==> config.mk <==
export PLATFORM = sky130hd
export DESIGN_NAME = rv_trace_tx
export DESIGN_NICKNAME = d
export VERILOG_FILES = /design/src/rtl/rv_trace_tx.sv
export SDC_FILE = /design/constraint.sdc
export NUM_CORES = 2
export LEC_CHECK = 0
export ABC_AREA = 1
export CAP_MARGIN = 20
export CORE_UTILIZATION = 42
export CTS_BUF_LIST = sky130_fd_sc_hd__clkbuf_16
export DETAILED_ROUTE_END_ITERATION = 10
export HOLD_SLACK_MARGIN = 0.15
export SLEW_MARGIN = 20
export SYNTH_ARGS = -nofsm -noshare
export SYNTH_HDL_FRONTEND = slang
export SYNTH_SLANG_ARGS = --single-unit
==> constraint.sdc <==
create_clock -name i_clk -period 13.4 [get_ports i_clk]
set_input_delay 2.68 -clock i_clk [delete_from_list [all_inputs] [get_ports i_clk]]
set_output_delay 2.68 -clock i_clk [all_outputs]
set_load 0.1 [all_outputs]
==> src/rtl/rv_trace_tx.sv <==
`timescale 1ns/1ps
// rv_trace_tx -- retire-trace transmitter for the FlexRV32 core.
//
// Captures one retired-instruction record per cycle from write-back, buffers
// it in a small record FIFO and serializes each record as a 3..6 word packet
// on a valid/ready stream:
//   HDR, PC, INSTR, [RD], [MADDR, MDATA]
// Header: [31:24]=0xA5, [23]=mem_read, [22]=mem_write, [21]=reg_write,
//         [20]=lost, [19:16]=mem_sel (0 without a memory op), [15:8]=seq,
//         [7:0]=packet length in words.
// Records arriving while the FIFO is full are dropped, counted in a
// saturating counter, and flagged on the next accepted record via 'lost'.
//
// Ports:
//   i_clk, i_reset_n        clock, asynchronous active-low reset
//   i_retire_valid          a record is presented this cycle
//   i_pc .. i_mem_sel       record fields from write-back
//   o_tx_data/valid/last    packet stream, i_tx_ready is the consumer ready
//   o_overflow_cnt          saturating count of dropped records
//   o_busy                  FIFO not empty or a packet in flight
module rv_trace_tx #(
    parameter int unsigned IADDR_SPACE_BITS = 32,
    parameter int unsigned FIFO_DEPTH       = 8
) (
    input  logic                        i_clk,
    input  logic                        i_reset_n,
    input  logic                        i_retire_valid,
    input  logic [IADDR_SPACE_BITS-1:0] i_pc,
    input  logic [31:0]                 i_instr,
    input  logic                        i_reg_write,
    input  logic [31:0]                 i_rd_data,
    input  logic                        i_mem_read,
    input  logic                        i_mem_write,
    input  logic [31:0]                 i_mem_addr,
    input  logic [31:0]                 i_mem_data,
    input  logic [3:0]                  i_mem_sel,
    output logic [31:0]                 o_tx_data,
    output logic                        o_tx_valid,
    input  logic                        i_tx_ready,
    output logic                        o_tx_last,
    output logic [15:0]                 o_overflow_cnt,
    output logic                        o_busy
);

    localparam int unsigned PTR_W = $clog2(FIFO_DEPTH);
    localparam logic [PTR_W:0] PTR_ONE = (PTR_W + 1)'(1);

    if (FIFO_DEPTH < 2 || (FIFO_DEPTH & (FIFO_DEPTH - 1)) != 0) begin : g_bad_depth
        $error("rv_trace_tx: FIFO_DEPTH must be a power of two and at least 2");
    end

    // One buffered retire record; PC is already zero-extended to 32 bits.
    typedef struct packed {
        logic [31:0] pc;
        logic [31:0] instr;
        logic        reg_write;
        logic [31:0] rd_data;
        logic        mem_read;
        logic        mem_write;
        logic [31:0] mem_addr;
        logic [31:0] mem_data;
        logic [3:0]  mem_sel;
        logic [7:0]  seq;
        logic        lost;
    } rec_t;

    typedef enum logic [2:0] {
        S_IDLE,
        S_HDR,
        S_PC,
        S_INSTR,
        S_RD,
        S_MADDR,
        S_MDATA
    } state_t;

    // ------------------------------------------------------------------
    // Capture side: sequence number, drop accounting, FIFO write
    // ------------------------------------------------------------------
    logic [7:0]   seq;
    logic         lost;
    logic [15:0]  overflow_cnt;

    logic [PTR_W:0] wr_ptr;
    logic [PTR_W:0] rd_ptr;
    logic           fifo_empty;
    logic           fifo_full;
    logic           push;
    logic           pop;
    rec_t           in_rec;
    rec_t           fifo_mem [FIFO_DEPTH];

    assign fifo_empty = (wr_ptr == rd_ptr);
    assign fifo_full  = (wr_ptr[PTR_W] != rd_ptr[PTR_W]) &&
                        (wr_ptr[PTR_W-1:0] == rd_ptr[PTR_W-1:0]);

    // Full is judged on the registered pointers, so a same-edge pop never
    // makes room for a write to a full FIFO.
    assign push = i_retire_valid && !fifo_full;

    always_comb begin
        in_rec           = '0;
        in_rec.pc        = 32'(i_pc);
        in_rec.instr     = i_instr;
        in_rec.reg_write = i_reg_write;
        in_rec.rd_data   = i_rd_data;
        in_rec.mem_read  = i_mem_read;
        in_rec.mem_write = i_mem_write;
        in_rec.mem_addr  = i_mem_addr;
        in_rec.mem_data  = i_mem_data;
        in_rec.mem_sel   = i_mem_sel;
        in_rec.seq       = seq;
        in_rec.lost      = lost;
    end

    // seq advances on every retire, accepted or dropped; lost is sticky
    // until an accepted record has carried it out.
    always_ff @(posedge i_clk or negedge i_reset_n) begin
        if (!i_reset_n) begin
            seq          <= '0;
            lost         <= 1'b0;
            overflow_cnt <= '0;
        end else if (i_retire_valid) begin
            seq <= seq + 8'd1;
            if (fifo_full) begin
                lost <= 1'b1;
                if (overflow_cnt != '1) begin
                    overflow_cnt <= overflow_cnt + 16'd1;
                end
            end else begin
                lost <= 1'b0;
            end
        end
    end

    always_ff @(posedge i_clk or negedge i_reset_n) begin
        if (!i_reset_n) begin
            wr_ptr <= '0;
            rd_ptr <= '0;
        end else begin
            if (push) begin
                wr_ptr <= wr_ptr + PTR_ONE;
            end
            if (pop) begin
                rd_ptr <= rd_ptr + PTR_ONE;
            end
        end
    end

    // Record storage carries no reset; only the pointers define occupancy.
    always_ff @(posedge i_clk) begin
        if (push) begin
            fifo_mem[wr_ptr[PTR_W-1:0]] <= in_rec;
        end
    end

    // ------------------------------------------------------------------
    // Transmit side: holding register and packet FSM
    // ------------------------------------------------------------------
    state_t      state;
    state_t      state_next;
    rec_t        hold;
    logic        hold_mem;
    logic [7:0]  pkt_len;
    logic [31:0] hdr_word;
    logic        handshake;
    logic [31:0] tx_data;
    logic        tx_last;

    assign hold_mem = hold.mem_read || hold.mem_write;
    assign pkt_len  = 8'd3 + 8'(hold.reg_write) + (hold_mem ? 8'd2 : 8'd0);
    assign hdr_word = {8'hA5, hold.mem_read, hold.mem_write, hold.reg_write,
                       hold.lost, (hold_mem ? hold.mem_sel : 4'h0),
                       hold.seq, pkt_len};

    always_ff @(posedge i_clk or negedge i_reset_n) begin
        if (!i_reset_n) begin
            state <= S_IDLE;
            hold  <= '0;
        end else begin
            state <= state_next;
            if (pop) begin
                hold <= fifo_mem[rd_ptr[PTR_W-1:0]];
            end
        end
    end

    // Word mux, last flag and next-state all derive from registered state
    // and the holding register; i_tx_ready only steers the transition.
    always_comb begin
        state_next = state;
        pop        = 1'b0;
        tx_data    = '0;
        tx_last    = 1'b0;
        handshake  = (state != S_IDLE) && i_tx_ready;

        case (state)
            S_IDLE: begin
                if (!fifo_empty) begin
                    pop        = 1'b1;
                    state_next = S_HDR;
                end
            end
            S_HDR: begin
                tx_data = hdr_word;
                if (handshake) begin
                    state_next = S_PC;
                end
            end
            S_PC: begin
                tx_data = hold.pc;
                if (handshake) begin
                    state_next = S_INSTR;
                end
            end
            S_INSTR: begin
                tx_data = hold.instr;
                tx_last = !hold.reg_write && !hold_mem;
                if (handshake && !tx_last) begin
                    state_next = hold.reg_write ? S_RD : S_MADDR;
                end
            end
            S_RD: begin
                tx_data = hold.rd_data;
                tx_last = !hold_mem;
                if (handshake && !tx_last) begin
                    state_next = S_MADDR;
                end
            end
            S_MADDR: begin
                tx_data = hold.mem_addr;
                if (handshake) begin
                    state_next = S_MDATA;
                end
            end
            S_MDATA: begin
                tx_data = hold.mem_data;
                tx_last = 1'b1;
            end
            default: begin
                state_next = S_IDLE;
            end
        endcase

        // End of packet: chain straight into the next header when a record
        // is waiting, so back-to-back packets have no idle cycle.
        if (handshake && tx_last) begin
            if (!fifo_empty) begin
                pop        = 1'b1;
                state_next = S_HDR;
            end else begin
                state_next = S_IDLE;
            end
        end
    end

    assign o_tx_data      = tx_data;
    assign o_tx_valid     = (state != S_IDLE);
    assign o_tx_last      = tx_last;
    assign o_overflow_cnt = overflow_cnt;
    assign o_busy         = !fifo_empty || (state != S_IDLE);

endmodule
==> flow_summary_export.csv <==
group,metric,value,unit
yosys,syn_nets,5991,
finish,area_growth,13.9,%
min_path,hp-class,"reg -> reg",
sta,setup_tns,0,ns
yosys,avgSynthCellArea,11.2,um^2
yosys,ys_ff_latch,1620,
sta,rsz0062_at_grt,"false",
yosys,synth_top_area_share,64.6,%
clocking,cts_resized,0,
setup_path,critical_path_arrival,4.47,ns
setup_path,startpoint_type,"flop",
die,dieWidth,397,um
sta,finClkSkew,0.0246,ns
power,power.density,241,nW/um^2
die,num_rows,144,
power,leakage,27.6,nW
die,io_pins,222,
placed_design,place.gp.congestion,0.892,
die,start_util,42.4,%
clocking,ctsRootBufferMaster,"clkbuf_16",
sta,finalMaxSlewViolations,0,
die,core_area,154000,um^2
yosys,syn_area,65400,um^2
die,die_h,397,um
yosys,synth_area_leaders,"edfxtp_1, dfrtp_1, nand2_1, nor2_1, o21ai_0",
global_routing,grt_max_degree,225,
global_routing,first_global_vias,40900,
global_routing,grt_first_pass_wirelength,267,mm
global_routing,antenna_found_initial,19,
placed_design,dp_hpwl,104,mm
sta,clock.fmax,140,MHz
clocking,cts_tree,"yes",
route,drt_wl_total,179,mm
clocking,cts_max_path_buffers,3,
sta,min_period,7.15,ns
sta,hold_violations,0,
status,outcome,"complete, but fails checks",
yosys,synthArstFlopShare,13.1,%
yosys,yosys_warnings,0,
setup_path,crit_fanout,32,
setup_path,endpoint_kind,"output port",
route,vias,43200,
clocking,clk_pin_slew,0.07,ns
route,drtAntennaViolNets,0,
route,drt_pass1_iterations,11,
route,avgViaCountPerCell,5.34,
sta,worst_pin_slew,1.16,ns
sta,setup_violations,0,
power,ir_worst_vdd,447,uV
clocking,numCtsBuffers,169,
clocking,cts_setup_buffers,0,
global_routing,gr-total-overflow,0,
clocking,clock_latency,0.81,ns
yosys,yosysTopAreaCell,"edfxtp_1",
finish,nets,6091,
clocking,h-tree-depth,4,
flow_run,drv_cap,0,
setup_path,critPathKind,"reg -> out",
sta,finalHoldWorstSlack,0.516,ns
sta,slew_headroom,22.5,%
setup_path,rrSetupSlack,8.14,ns
setup_path,critical_path_required,10.72,ns
route,drt_first_iter_violations,4088,
finish,fill_cells,13600,
yosys,dominantRegCellSynth,"edfxtp_1",
yosys,synth_edf_count,1408,
placed_design,io_buffers,221,
route,routedWlPerCell,22.1,um
sta,finalCritPeriodShare,53.4,%
yosys,yosysMostFrequentCell,"edfxtp_1",
clocking,hold_buffers,0,
yosys,netlist_instances,5814,
clocking,clock-sinks,1620,
status,violations,"design-rule violations",
route,drc,44,
finish,drive_gt1_share,5.22,%
yosys,synthDistinctLibCells,33,
die,dieArea,157000,um^2
global_routing,grtUsageTotal,22.6,%
yosys,ys_top_cells_by_count,"edfxtp_1, nand2_1, nor2_1, o21ai_0, dfrtp_1",
yosys,yosysSeqAreaShare,72.8,%
==> worst paths after layout <==
kind | depth (start not counted) | to | startpoint
min in group asynchronous | 1 | o_overflow_cnt[1] | i_reset_n
setup / recovery | 6 | o_tx_data[24] | state[2]
setup reg to reg | 12 | fifo_mem[6][26] | rd_ptr[0]
hold / removal | 2 | hold[20] | hold[20]
max in group asynchronous | 3 | seq[5] | i_reset_n
hold reg to reg | 2 | hold[20] | hold[20]
==> critical path, stage by stage, from the launching register on <==
cell             delay, ns
dfrtp_1               0.42
inv_1                 0.33
nand3_1               0.19
inv_1                 0.88
a22oi_1               0.24
nand4_1               0.39
clkdlybuf4s50_1       1.23
==> layer usage <==
layer	GRT usage [%]	part of all wire, %	vias up
met5	0	0.060	-
met4	7.05	2.6	16
met3	4.46	7.4	263
met2	35.1	46	1453
met1	32.1	44	21300
li1	-	-	20200
==> flip-flops by register name (all words and copies together), names as in the netlist <==
register        cells
state               3
o_overflow_cnt     16
seq                 8
wr_ptr              4
rd_ptr              4
hold              164
lost                1
hdr_word           12
fifo_mem         1408
==> report_power, final <==
group,switching [mW],internal [mW]
clock network,1.95,2.49
registers,0.489,6.49
logic,4.96,1.58
==> kinds of logic after synthesis <==
kind of cell | after synthesis | share of synthesized area [%]
xor+xnor | 21 | 0.281
compound gates | 942 | 7.31
simple gates | 2834 | 16.8
buf+inv | 391 | 2.70
flops | 1620 | 72.8
fa+ha+maj | 6 | 0.115
==> metrics by stage <==
stage | setup WS, ns | power (mW) | instances | area (um^2) | utilization, %
floorplan | 2.04 | 11.4 | 5814 | 65400 | -
global placement | 6.55 | 13.5 | 7785 | 69200 | 44.8
detailed placement | 6.44 | 13.6 | 7785 | 69200 | 44.8
CTS | 6.27 | 18.1 | 8096 | 74400 | 48.2
global route | 6.07 | 18.9 | 8100 | 74500 | 48.2
finish | 6.25 | 18.0 | 8102 | 74500 | 48.2
==> cell usage in the layout (no fill, tap or decap), types with 4 or more instances in the layout <==
cell | Yosys | routed
clkinv_1 | 0 | 42
ha_1 | 6 | 6
inv_6 | 0 | 7
inv_16 | 0 | 4
nand3_1 | 204 | 203
edfxtp_1 | 1408 | 1408
dfrtp_1 | 212 | 209
o21ai_0 | 714 | 714
xnor2_1 | 12 | 12
buf_4 | 7 | 56
diode_2 | 0 | 4
nand2_1 | 1319 | 1319
bufinv_16 | 0 | 9
a22o_1 | 6 | 6
o21ai_1 | 177 | 177
a21oi_1 | 28 | 28
nor2_4 | 1 | 9
clkbuf_16 | 0 | 171
inv_2 | 9 | 11
clkinv_2 | 0 | 17
nand4_1 | 28 | 28
a22oi_1 | 13 | 13
buf_12 | 0 | 6
clkdlybuf4s50_1 | 0 | 219
xor2_1 | 9 | 9
nor2_1 | 1271 | 1262
inv_1 | 27 | 76
clkinv_8 | 0 | 4
==> area by class of cell <==
| type | count | area [um^2] | share of cell area [%] |
|---|---|---|---|
| sequential | 1620 | 47600 | 63.9 |
| multi-input combinational | 3803 | 16100 | 21.7 |
| inverter | 36 | 155 | 0.208 |
| timing repair buffer | 284 | 2790 | 3.74 |
| antenna | 4 | 10.0 | 0.0134 |
| clock inverter | 140 | 945 | 1.27 |
| tap | 2044 | 2560 | 3.43 |
| clock buffer | 171 | 4280 | 5.75 |
(Power assumes the default switching activity.)
